## src/rtl/fetch_unit_pkg.sv

```systemverilog
// fetch_unit_pkg: shared definitions for the WISC instruction-fetch stage.
//   INSTR_W          instruction / address width
//   FETCH_RESET_PC   default PC loaded on reset
//   FETCH_NOP_INSTR  default encoding driven while no instruction is valid
//   PC_STEP          byte distance between sequential instructions
//   fetch_state_t    fetch sequencer states
package fetch_unit_pkg;

   localparam int INSTR_W = 16;

   localparam logic [INSTR_W-1:0] FETCH_RESET_PC  = 16'h0000;
   localparam logic [INSTR_W-1:0] FETCH_NOP_INSTR = 16'h0800;
   localparam logic [INSTR_W-1:0] PC_STEP         = 16'h0002;

   typedef enum logic [2:0] {
      FETCH,
      DISCARD,
      FULL,
      HALTING,
      HALTED
   } fetch_state_t;

endpackage

```

## src/rtl/cla_16b.sv

```systemverilog
// cla_16b: 16-bit two-level carry-lookahead adder (4-bit groups).
//   a, b   addends
//   c_in   carry into bit 0
//   sum    a + b + c_in, modulo 2^16 (carry out is not needed by the fetch stage)
module cla_16b
   import fetch_unit_pkg::*;
(
   input  logic [INSTR_W-1:0] a,
   input  logic [INSTR_W-1:0] b,
   input  logic               c_in,
   output logic [INSTR_W-1:0] sum
);

   logic [INSTR_W-1:0] g;
   logic [INSTR_W-1:0] p;
   logic [INSTR_W-1:0] c;
   logic [2:0]         gg;
   logic [2:0]         pg;
   logic [3:0]         gc;

   always_comb begin
      g = a & b;
      p = a ^ b;

      // Group generate/propagate; the top group's G/P would only feed carry out.
      for (int k = 0; k < 3; k++) begin
         gg[k] = g[4*k+3] | (p[4*k+3] & (g[4*k+2] | (p[4*k+2] &
                 (g[4*k+1] | (p[4*k+1] & g[4*k])))));
         pg[k] = &p[4*k +: 4];
      end

      gc[0] = c_in;
      gc[1] = gg[0] | (pg[0] & c_in);
      gc[2] = gg[1] | (pg[1] & gg[0]) | (pg[1] & pg[0] & c_in);
      gc[3] = gg[2] | (pg[2] & gg[1]) | (pg[2] & pg[1] & gg[0]) |
              (pg[2] & pg[1] & pg[0] & c_in);

      for (int k = 0; k < 4; k++) begin
         c[4*k] = gc[k];
         for (int j = 1; j < 4; j++) begin
            c[4*k+j] = g[4*k+j-1] | (p[4*k+j-1] & c[4*k+j-1]);
         end
      end

      sum = p ^ c;
   end

endmodule

```

## src/rtl/fetch_unit.sv

```systemverilog
// fetch_unit: instruction-fetch stage of the 16-bit WISC pipeline.
// Holds the PC, handshakes with a variable-latency instruction memory,
// presents one instruction per cycle (with its PC+2) to decode through an
// output register backed by a one-entry skid buffer, and flushes wrong-path
// fetches on a redirect from execute.
//   clk, rst     clock; asynchronous active-low reset
//   PC_Next      redirect target from execute
//   Redirect     PC_Next valid (taken branch / jump)
//   Stall        decode cannot accept Instr this cycle
//   Halt         decode accepted a HALT this cycle
//   IMemRdy      memory returns IMemData this cycle
//   IMemData     instruction word from memory
//   IMemReq      fetch request, held until IMemRdy
//   IMemAddr     fetch address, stable while IMemReq=1
//   Instr        instruction to decode (NOP_INSTR when InstrValid=0)
//   PC_Out       PC+2 of Instr
//   InstrValid   Instr/PC_Out valid
//   Halted       sticky: fetch stopped
//   Err          sticky: misaligned redirect target seen
module fetch_unit
   import fetch_unit_pkg::*;
#(
   parameter logic [INSTR_W-1:0] RESET_PC  = FETCH_RESET_PC,
   parameter logic [INSTR_W-1:0] NOP_INSTR = FETCH_NOP_INSTR
) (
   input  logic               clk,
   input  logic               rst,
   input  logic [INSTR_W-1:0] PC_Next,
   input  logic               Redirect,
   input  logic               Stall,
   input  logic               Halt,
   input  logic               IMemRdy,
   input  logic [INSTR_W-1:0] IMemData,
   output logic               IMemReq,
   output logic [INSTR_W-1:0] IMemAddr,
   output logic [INSTR_W-1:0] Instr,
   output logic [INSTR_W-1:0] PC_Out,
   output logic               InstrValid,
   output logic               Halted,
   output logic               Err
);

   fetch_state_t state, state_nxt;

   logic [INSTR_W-1:0] pc, pc_nxt, pc_plus2;
   logic [INSTR_W-1:0] hold_addr, hold_addr_nxt;
   logic [INSTR_W-1:0] skid_instr_p0, skid_instr_p0_nxt;
   logic [INSTR_W-1:0] skid_pc_p0, skid_pc_p0_nxt;
   logic [INSTR_W-1:0] instr_p1, instr_p1_nxt;
   logic [INSTR_W-1:0] pc_out_p1, pc_out_p1_nxt;
   logic               vld_p1, vld_p1_nxt;
   logic               halted, halted_nxt;
   logic               err, err_nxt;

   logic req_active, pending, drain, can_load;
   logic redirect_ok, misaligned, stop;

   cla_16b u_pc_inc (
      .a    (pc),
      .b    (PC_STEP),
      .c_in (1'b0),
      .sum  (pc_plus2)
   );

   assign req_active  = (state == FETCH) || (state == DISCARD) || (state == HALTING);
   // A request whose response arrives this cycle is no longer outstanding.
   assign pending     = req_active && !IMemRdy;
   assign drain       = vld_p1 && !Stall;
   assign can_load    = !vld_p1 || drain;
   assign redirect_ok = Redirect && !PC_Next[0];
   assign misaligned  = Redirect && PC_Next[0];
   assign stop        = misaligned || (Halt && !Redirect);

   always_comb begin
      state_nxt         = state;
      pc_nxt            = pc;
      hold_addr_nxt     = hold_addr;
      skid_instr_p0_nxt = skid_instr_p0;
      skid_pc_p0_nxt    = skid_pc_p0;
      instr_p1_nxt      = instr_p1;
      pc_out_p1_nxt     = pc_out_p1;
      vld_p1_nxt        = vld_p1;
      halted_nxt        = halted;
      err_nxt           = err;

      if (drain) begin
         vld_p1_nxt   = 1'b0;
         instr_p1_nxt = NOP_INSTR;
      end

      case (state)
         HALTING: begin
            if (IMemRdy) begin
               state_nxt  = HALTED;
               halted_nxt = 1'b1;
            end
         end
         HALTED: ;
         default: begin
            if (redirect_ok) begin
               pc_nxt       = PC_Next;
               vld_p1_nxt   = 1'b0;
               instr_p1_nxt = NOP_INSTR;
               if (pending) begin
                  // The in-flight request keeps its address until its response is dropped.
                  if (state == FETCH) hold_addr_nxt = pc;
                  state_nxt = DISCARD;
               end else begin
                  state_nxt = FETCH;
               end
            end else if (stop) begin
               err_nxt      = err || misaligned;
               vld_p1_nxt   = 1'b0;
               instr_p1_nxt = NOP_INSTR;
               if (pending) begin
                  if (state == FETCH) hold_addr_nxt = pc;
                  state_nxt = HALTING;
               end else begin
                  state_nxt  = HALTED;
                  halted_nxt = 1'b1;
               end
            end else begin
               case (state)
                  FETCH: begin
                     if (IMemRdy) begin
                        pc_nxt = pc_plus2;
                        if (can_load) begin
                           instr_p1_nxt  = IMemData;
                           pc_out_p1_nxt = pc_plus2;
                           vld_p1_nxt    = 1'b1;
                        end else begin
                           skid_instr_p0_nxt = IMemData;
                           skid_pc_p0_nxt    = pc_plus2;
                           state_nxt         = FULL;
                        end
                     end
                  end
                  DISCARD: begin
                     if (IMemRdy) state_nxt = FETCH;
                  end
                  FULL: begin
                     if (drain) begin
                        instr_p1_nxt  = skid_instr_p0;
                        pc_out_p1_nxt = skid_pc_p0;
                        vld_p1_nxt    = 1'b1;
                        state_nxt     = FETCH;
                     end
                  end
                  default: ;
               endcase
            end
         end
      endcase
   end

   always_ff @(posedge clk or negedge rst) begin
      if (!rst) begin
         state         <= FETCH;
         pc            <= RESET_PC;
         hold_addr     <= RESET_PC;
         skid_instr_p0 <= NOP_INSTR;
         skid_pc_p0    <= '0;
         instr_p1      <= NOP_INSTR;
         pc_out_p1     <= '0;
         vld_p1        <= 1'b0;
         halted        <= 1'b0;
         err           <= 1'b0;
      end else begin
         state         <= state_nxt;
         pc            <= pc_nxt;
         hold_addr     <= hold_addr_nxt;
         // Stage p0 -> p1: skid entry feeds the decode-facing output register
         skid_instr_p0 <= skid_instr_p0_nxt;
         skid_pc_p0    <= skid_pc_p0_nxt;
         instr_p1      <= instr_p1_nxt;
         pc_out_p1     <= pc_out_p1_nxt;
         vld_p1        <= vld_p1_nxt;
         halted        <= halted_nxt;
         err           <= err_nxt;
      end
   end

   // Request is withdrawn combinationally while reset is held.
   assign IMemReq    = rst && req_active;
   assign IMemAddr   = ((state == DISCARD) || (state == HALTING)) ? hold_addr : pc;
   assign Instr      = instr_p1;
   assign PC_Out     = pc_out_p1;
   assign InstrValid = vld_p1;
   assign Halted     = halted;
   assign Err        = err;

endmodule

```

## config.mk

```make
export PLATFORM = sky130hd
export DESIGN_NAME = fetch_unit
export DESIGN_NICKNAME = d
export VERILOG_FILES = /design/src/rtl/fetch_unit_pkg.sv /design/src/rtl/cla_16b.sv /design/src/rtl/fetch_unit.sv
export SDC_FILE = /design/constraint.sdc
export NUM_CORES = 1
export LEC_CHECK = 0
export CAP_MARGIN = 15
export CORE_ASPECT_RATIO = 2
export CORE_MARGIN = 4
export CORE_UTILIZATION = 45
export CTS_CLUSTER_SIZE = 40
export DETAILED_ROUTE_END_ITERATION = 10
export PLACE_DENSITY = 0.71
export SYNTH_ARGS = -nofsm -noshare
export SYNTH_HDL_FRONTEND = slang
export SYNTH_SLANG_ARGS = --single-unit
```

## constraint.sdc

```tcl
create_clock -name clk -period 5.5 [get_ports clk]
set_input_delay 0.825 -clock clk [delete_from_list [all_inputs] [get_ports clk]]
set_output_delay 0.825 -clock clk [all_outputs]
set_load 0.005 [all_outputs]
```

## Yosys cells after proc, flatten, opt, wreduce, memory -nomap -nowiden

Cells that the tools add are included.

- Multiplexer cells: 45
- Reduce and logical (&&, ||, !) cells: 34
- Bitwise gates (word level): 21
- Eq/ne operators: 15

Operators by type and width:

| kind | number |
|---|---|
| $mux W16 | 19 |
| $pmux W16 S2 | 2 |
| $mux W3 | 8 |
| $xor A16 B16 Y16 | 1 |
| $and A1 B1 Y1 | 14 |
| $reduce_and A7 Y1 | 2 |
| $mux W1 | 12 |
| $reduce_and A4 Y1 | 3 |
| $ne A2 B2 Y1 const B | 5 |
| $reduce_bool A2 Y1 | 5 |
| $pmux W3 S3 | 1 |
| $ne A4 B4 Y1 const B | 2 |
| $eq A3 B2 Y1 const B | 2 |
| $logic_and A1 B1 Y1 | 6 |
| $logic_or A1 B1 Y1 | 6 |
| $not A1 Y1 | 6 |
| $pmux W3 S2 | 1 |
| $reduce_and A6 Y1 | 1 |
| $reduce_bool A6 Y1 | 1 |
| $logic_not A1 Y1 | 5 |
| $ne A5 B4 Y1 const B | 1 |
| $ne A5 B5 Y1 const B | 1 |
| $reduce_and A5 Y1 | 1 |
| $ne A2 B1 Y1 const B | 2 |
| 7 further kinds | 8 |

- Register bits: 102
- Bits of input ports: 38
- Logic and storage cells: 125
- Output and inout bits: 52

## Longest topological paths before layout

Gate-level depths: netlist of the first run.

- Depth in word-level cells: 11
- Gate-level depth with buffers: 10
- Gate-level depth less buffers: 10

## Modules after synthesis

Synthesis of the first run repeated with hierarchy kept, for this count alone.

- Cell total of the unflattened synthesis: 465
- Area total of the unflattened synthesis: 5385.2 um^2

By module, submodules not included:

| module | cells each | instances | seq. area each (um^2) | area an instance (um^2) |
|---|---|---|---|---|
| fetch_unit | 412 | 1 | 2555.0 | 4815.9 |
| cla_16b | 53 | 1 | 0.0 | 569.3 |

## Least setup slack after synthesis of the first run

Ideal clock, no wire load.

- Path kind: input -> register
- Start point: in Redirect
- End point: reg skid_instr_p0[0]
- Arrival time: 2.510 ns
- Stages on the path: 5
- Data required time: 5.375 ns
- Setup slack: 2.865 ns
- Library setup time: 0.125 ns
- Path buffers: 2
- Cell sequence: buf_2 or4_4 nor4b_4 buf_6 mux2_2

- Longest elaborated chain between the ends: 5
- Elaborated cells between the ends (all ways): 8
- Classes of those cells: bitwise (2); reduce/logical (6)

Ends and longest elaborated chain:

| item | line | RTL |
|---|---|---|
| start, declared | fetch_unit.sv:29 | `input logic Redirect,` |
| $logic_not A1 Y1 | fetch_unit.sv:72 | `assign stop = misaligned \|\| (Halt && !Redirect);` |
| $logic_and A1 B1 Y1 | fetch_unit.sv:72 |  |
| $logic_or A1 B1 Y1 | fetch_unit.sv:72 |  |
| $not A1 Y1 (no line) | - |  |
| $reduce_and A6 Y1 (no line) * | - |  |
| end signal, assigned | fetch_unit.sv:173 | `skid_instr_p0 <= skid_instr_p0_nxt;` |
| end, declared | fetch_unit.sv:47 | `logic [INSTR_W-1:0] skid_instr_p0, skid_instr_p0_nxt;` |

Every way passes the cells marked *; elsewhere a longest branch is shown, timed or not.
A chain may end at the register's enable or synchronous reset.

## Final worst setup path of the first run

- Start point: reg state[0]
- End point: out IMemAddr[1]

- Longest elaborated chain between the ends: 3
- Elaborated cells between the ends (all ways): 4
- Classes of those cells: eq/ne (2); mux (1); reduce/logical (1)

Ends and longest elaborated chain:

| item | line | RTL |
|---|---|---|
| start, declared | fetch_unit.sv:43 | `fetch_state_t state, state_nxt;` |
| start signal, assigned | fetch_unit.sv:169 | `state <= state_nxt;` |
| $eq A3 B1 Y1 / $eq A3 B2 Y1 (equally long branches) | fetch_unit.sv:185 | `assign IMemAddr = ((state == DISCARD) \|\| (state == HALTING)) ? hold_addr : pc;` |
| $logic_or A1 B1 Y1 * | fetch_unit.sv:185 |  |
| $mux W16 * | fetch_unit.sv:185 |  |
| end, declared | fetch_unit.sv:35 | `output logic [INSTR_W-1:0] IMemAddr,` |

Marks and branches as above.

==> results of run 1 <==
==> metal layers <==
metal	GRT usage	routed length [µm]	up-vias
li1	-	-	1994
met1	0.222	5020	2136
met2	0.371	7230	139
met3	0.0272	602	40
met4	0.141	718	0
met5	0	0	-
==> area by class of cell <==
type / instances / share of cell area
clock buffers: 9 / 0.0344
multi-input cells: 376 / 0.386
repair buffers: 100 / 0.148
well taps: 142 / 0.0272
clock inverters: 7 / 0.0122
inverters: 3 / 0.00172
flip-flops and latches: 102 / 0.390
==> power breakdown <==
part	internal [mW]	total, mW	leakage (nW)	switching, mW
registers	0.958	1.16	1.35	0.203
logic	0.674	1.26	1.41	0.585
clock network	0.360	0.653	0.149	0.293
total	1.99	3.07	2.91	1.08
==> cells in the final DEF (no fill, tap or decap), drive strengths merged, types with 2 or more instances in the layout <==
cell           netlist  layout
nor4b                3       3
o21ai               18      18
a21boi               2       2
dfrtp              100     100
clkdlybuf4s50        0      88
nor3b                4       4
and3                 2       2
clkinv               1       2
mux2                58      58
inv                  2       6
a21o                 2       2
nor2b                6       6
clkbuf              25       9
a32o                11      11
a31oi                3       3
a22o                 2       2
o21bai               2       2
mux2i               14      14
o2bb2ai              6       6
xnor2                3       3
a22oi                3       3
nor3                 4       4
dfstp                2       2
nand2              121     121
nor2                28      28
o2111ai              4       4
ha                  11      11
o22ai                2       2
a21oi               23      23
buf                 11      12
nand2b               4       4
a32oi                4       4
nand3               14      14
a221o               11      11
or2                  2       2
==> critical path, delay by kind of cell, from the launching register on <==
kind | cells | cell delay, ns
simple gates | 2 | 1.02
flops | 1 | 0.74
buf+inv | 1 | 0.55
compound gates | 1 | 0.15
==> logic make-up after synthesis <==
logic type      Yosys count  share of synthesized area
simple gates            192                      0.161
flops                   102                      0.487
compound gates           98                      0.136
mux                      72                      0.151
buf+inv                  39                     0.0337
fa+ha+maj                11                     0.0263
xor+xnor                  3                    0.00501
==> registers in the layout, indices dropped and copies added (netlist names) <==
| signal | flops |
|---|---|
| state | 3 |
| skid_pc_p0 | 16 |
| Err | 1 |
| PC_Out | 16 |
| pc | 16 |
| Halted | 1 |
| hold_addr | 16 |
| InstrValid | 1 |
| skid_instr_p0 | 16 |
| Instr | 16 |
==> final timing paths <==
check,startpoint,to,slack [ns],cells past startpoint
max,state[0],IMemAddr[1],1.86,4
min,rst,Instr[10],0.46,1
max reg2reg,state[0],pc[8],2.28,4
min reg2reg,Halted,Halted,0.46,1
max in group asynchronous,rst,Instr[0],3.84,2
min in group clk,Halted,Halted,0.46,1
==> metrics by stage <==
step,setup slack [ns],hold slack [ns],std cells,util
final,1.86,0.464,739,0.576
after global routing,1.67,0.483,739,0.576
after CTS,1.88,0.468,739,0.576
after detailed placement,1.83,0.451,723,0.549
after global placement,1.98,0.453,723,0.549
after floorplan,2.87,0.450,517,-
==> results.md, run 1 <==
- Status: completed
- Largest net degree at the start of global routing: 60
- Slew Viols, Final: 0
- Synth area leader: dfrtp_1
- Pre-antenna DRT Iters: 5
- Maximum clock path buffer count: 2
- Clk_skew: 0.00743 ns
- Starting density of the core: 0.462
- Num CTS Buffers: 9
- Post-CTS sizing: 0
- Buffers added on ports: 89
- Leak Pwr: 2.91 nW
- Post-CTS repair timing setup buffer count: 0
- Max_cap viols: 0
- Max-slew headroom: 0.352
- Unrepaired setup endpoints after global routing: false
- Crit. End Element: output port
- Critical path type: flop to output port
- Die height: 161 µm
- Layout cell share with drive strength beyond 1: 0.159
- Final period util: 0.662
- Setup TNS: 0 ns
- Fillers: 1,005
- Final setup viols: 0
- Post-synth ARST share: 1.00
- Full die area: 13,500 µm²
- Worst hold path class: input port to asynchronous set/reset pin
- GPL Wtd Cong: 0.879
- Top-count cell post-synth: nand2_1
- Remaining Overflow, GRT: 0
- Worst-Margin Slew: 0.968 ns
- Post-synthesis register bit count: 102
- Vias in the first global route: 4,500
- Core area: 11,400 µm²
- Yosys Warn Count: 0
- Slowest CP cell: nor2b_2
- FF/Latch Area: 2550 µm²
- Diodes inserted: 0
- Root Buffer: clkbuf_16
- Hold Buf Count CTS: 0
- Arrival @ worst endpoint: 2.81 ns
- Chip Width: 84.3 µm
- CTS sink count: 102
- Multi-input gate area: 2520 µm²
- Synthesized area: 5240 µm²
- Main synth FF type: dfrtp_1
- CTS H-Tree Depth: 3
- Tot Pwr: 3.07 mW
- GRT Total Usage: 0.207
- Clock Latency Late Sink: 0.35 ns
- Synth top area cells: dfrtp_1 48%, mux2_2 12%, nand2_1 8.7%
- Area fraction of the dominant cell type after synthesis: 0.477
- Fin. Hold Viols: 0
- Worst EP required: 4.68 ns
- First-pass GRT wire length: 22,300 µm
- Netlist cell types: 47
- Nets: 641
- I/O Pins: 90
- Power density cells: 470 nW/µm²
- CTS tree: yes
- DRC viols: 0
- Synth Instances: 517
- Critical-path cell list: nor2b_2, nand2_1, o21ai_0, clkdlybuf4s50_1
- Worst path max stage delay: 0.90 ns
- Placed cell area: 6240 µm²
- DRT Wirelength: 13,600 µm
- Drt initial violations: 197
- Avg WL per Cell: 18.4 µm
- Final ANT Viol Nets: 0
- Peak supply drop: 222 µV
- Via density: 5.83
- Post-synth top cells: 121 x nand2_1, 100 x dfrtp_1, 56 x mux2_2
- EDFF count, synth: 0
- Crit path max fanout: 22
- CP Launch Type: flop
- Initial antenna violation count: 0
- Final HPWL DP: 9690 µm
- Area growth, synth to finish: 24.9%
- Fmax achieved: 275 MHz
- Syn avg cell area: 10.1 µm²
- Design area: 6540 µm²
- Post-synthesis sequential area ratio: 0.487
- Final min period: 3.64 ns
- Via Count: 4,309
- Syn Nets: 566
- Reg clk slew, reported paths: 0.07 ns
- Num rows: 55
Note: power is estimated with default switching activity, not from simulation.
==> inputs of run 2 (changes only) <==
Settings changed: PLACE_DENSITY 0.71 to 0.73.
Clock period 5.5 ns to 3.2 ns, I/O delays scaled along.
==> run 2 against run 1 <==
Hold slack worse by 0.0035 ns; combinational power up 78%; critical endpoint is now IMemAddr[6]; clock skew down 0.0013 ns; flip-flop and latch count unchanged; total power up 73%.
==> results.md, run 2 (synthesized netlist as in run 1, its figures left out) <==
- Drt initial violations: 213
- I/O Pins: 90
- Remaining Overflow, GRT: 0
- Fmax achieved: 365 MHz
- Layout cell share with drive strength beyond 1: 0.172
- Hold Path End: Halted
- Leak Pwr: 2.97 nW
- Chip Width: 84.3 µm
- Met1 WL: 4930 µm
- Flop pwr share: 0.371
- Fillers: 991
- Worst path max stage delay: 0.60 ns
- Avg WL per Cell: 18.4 µm
- Max Used Layer: met4
- CTS sink count: 102
- Worst-Margin Slew: 0.668 ns
- Diodes inserted: 0
- R2r worst-path depth: 10
- Inst Count DP: 735
- Largest net degree at the start of global routing: 49
- Met3 WL: 762 µm
- Num rows: 55
- Final ANT Viol Nets: 0
- Hold path depth: 1
- First-pass GRT wire length: 22,400 µm
- Worst EP required: 2.72 ns
- Worst hold path class: flop to flop
- Critical path type: flop to output port
- Unrepaired setup endpoints after global routing: false
- Crit path from: state[2]
- Worst R2R Start: pc[1]
- Crit. End Element: output port
- DRC viols: 0
- Clock share of power: 0.206
- Clk_skew: 0.00612 ns
- Max-slew headroom: 0.554
- GRT Total Usage: 0.209
- Sw Share: 0.350
- Commonest non-fill, non-tap cell in the layout: nand2_1
- Buffers added on ports: 89
- Worst path top cell family by delay: simple AND/OR/NAND/NOR gates
- Die height: 161 µm
- Hold Buf Count CTS: 1
- Power density cells: 798 nW/µm²
- Most frequent cells in the layout: 121 x nand2_1, 100 x dfrtp_1, 88 x clkdlybuf4s50_1
- Area growth, synth to finish: 26.8%
- GPL Wtd Cong: 0.889
- Combinational share of power: 0.423
- Via density: 5.75
- Reg clk slew, reported paths: 0.07 ns
- Starting density of the core: 0.462
- Final setup viols: 0
- DRT Wirelength: 13,900 µm
- CTS H-Tree Depth: 3
- Setup TNS: 0 ns
- Reg-to-reg slack, setup: 0.72 ns
- Hold_sp: Halted
- WP buf/inv: 2
- Switching power: 1.86 mW
- Clock Latency Late Sink: 0.34 ns
- Final HPWL DP: 10,300 µm
- Crit path max fanout: 17
- Maximum clock path buffer count: 2
- Pre-antenna DRT Iters: 4
- Status: completed
- CP Launch Type: flop
- Fin. Hold Viols: 0
- Arrival @ worst endpoint: 2.26 ns
- Critical-path cell list: clkinv_1, nand2_1, nand2_1, nand2_1, clkdlybuf4s50_1
- Final period util: 0.856
- CTS tree: yes
- Initial antenna violation count: 0
- Final min period: 2.74 ns
- Vias in the first global route: 4,499
- FF-to-FF End: PC_Out[15]
- Slew Viols, Final: 0
- Core area: 11,400 µm²
- Num CTS Buffers: 9
- Crit path top cell by count: nand2_1
- Pint: 3.45 mW
- Post-CTS sizing: 0
- Peak supply drop: 422 µV
- Post-route insts no fill: 752
- Via Count: 4,321
- Post-CTS repair timing setup buffer count: 0
- Metal2 WL: 7700 µm
- Nets: 654
- Slowest CP cell: nand2_1
- Max_cap viols: 0
- Full die area: 13,500 µm²
- Root Buffer: clkbuf_16
-- run 2: how the worst max path moves through the flow --
stage	to	slack (ns)	cells past startpoint
after global routing	IMemAddr[5]	0.25	5
final	IMemAddr[6]	0.46	5
after global placement	PC_Out[11]	0.53	5
after floorplan	skid_instr_p0[0]	0.91	5
after CTS	IMemAddr[6]	0.45	5
after detailed placement	PC_Out[11]	0.50	5
-- run 2: area by class of cell --
cell class / count / area (µm²) / area share
inverters: 3 / 11.3 / 0.00169
clock buffers: 10 / 229 / 0.0344
clock inverters: 6 / 70.1 / 0.0105
well taps: 142 / 178 / 0.0267
flip-flops and latches: 102 / 2550 / 0.384
repair buffers: 113 / 1080 / 0.163
multi-input cells: 376 / 2520 / 0.379
-- run 2: metal layers --
| layer | vias up | GRT usage |
|---|---|---|
| met4 | 0 | 0.0952 |
| met5 | - | 0 |
| met3 | 27 | 0.0477 |
| met1 | 2140 | 0.218 |
| li1 | 2016 | - |
| met2 | 138 | 0.389 |
-- run 2: stage by stage --
stage           util  instance area (µm²)  power, mW  hold slack, ns  worst slack (ns)
4_1_cts        0.585                 6650       5.36           0.465             0.450
2_1_floorplan      -                 5240       3.10           0.184             0.910
6_report       0.585                 6650       5.31           0.461             0.461
3_5_place_dp   0.558                 6340       4.23           0.351             0.499
5_1_grt        0.585                 6650       5.64           0.485             0.250
3_3_place_gp   0.558                 6340       4.16           0.346             0.532
-- run 2: power by group through the flow --
stage / registers, mW / clock network, mW / logic [mW]
final: 1.97 / 1.10 / 2.24
after floorplan: 1.92 / 0 / 1.18
after CTS: 1.97 / 1.12 / 2.27
after global placement: 1.96 / 0 / 2.19
after detailed placement: 1.98 / 0 / 2.25
after global routing: 2.02 / 1.17 / 2.45
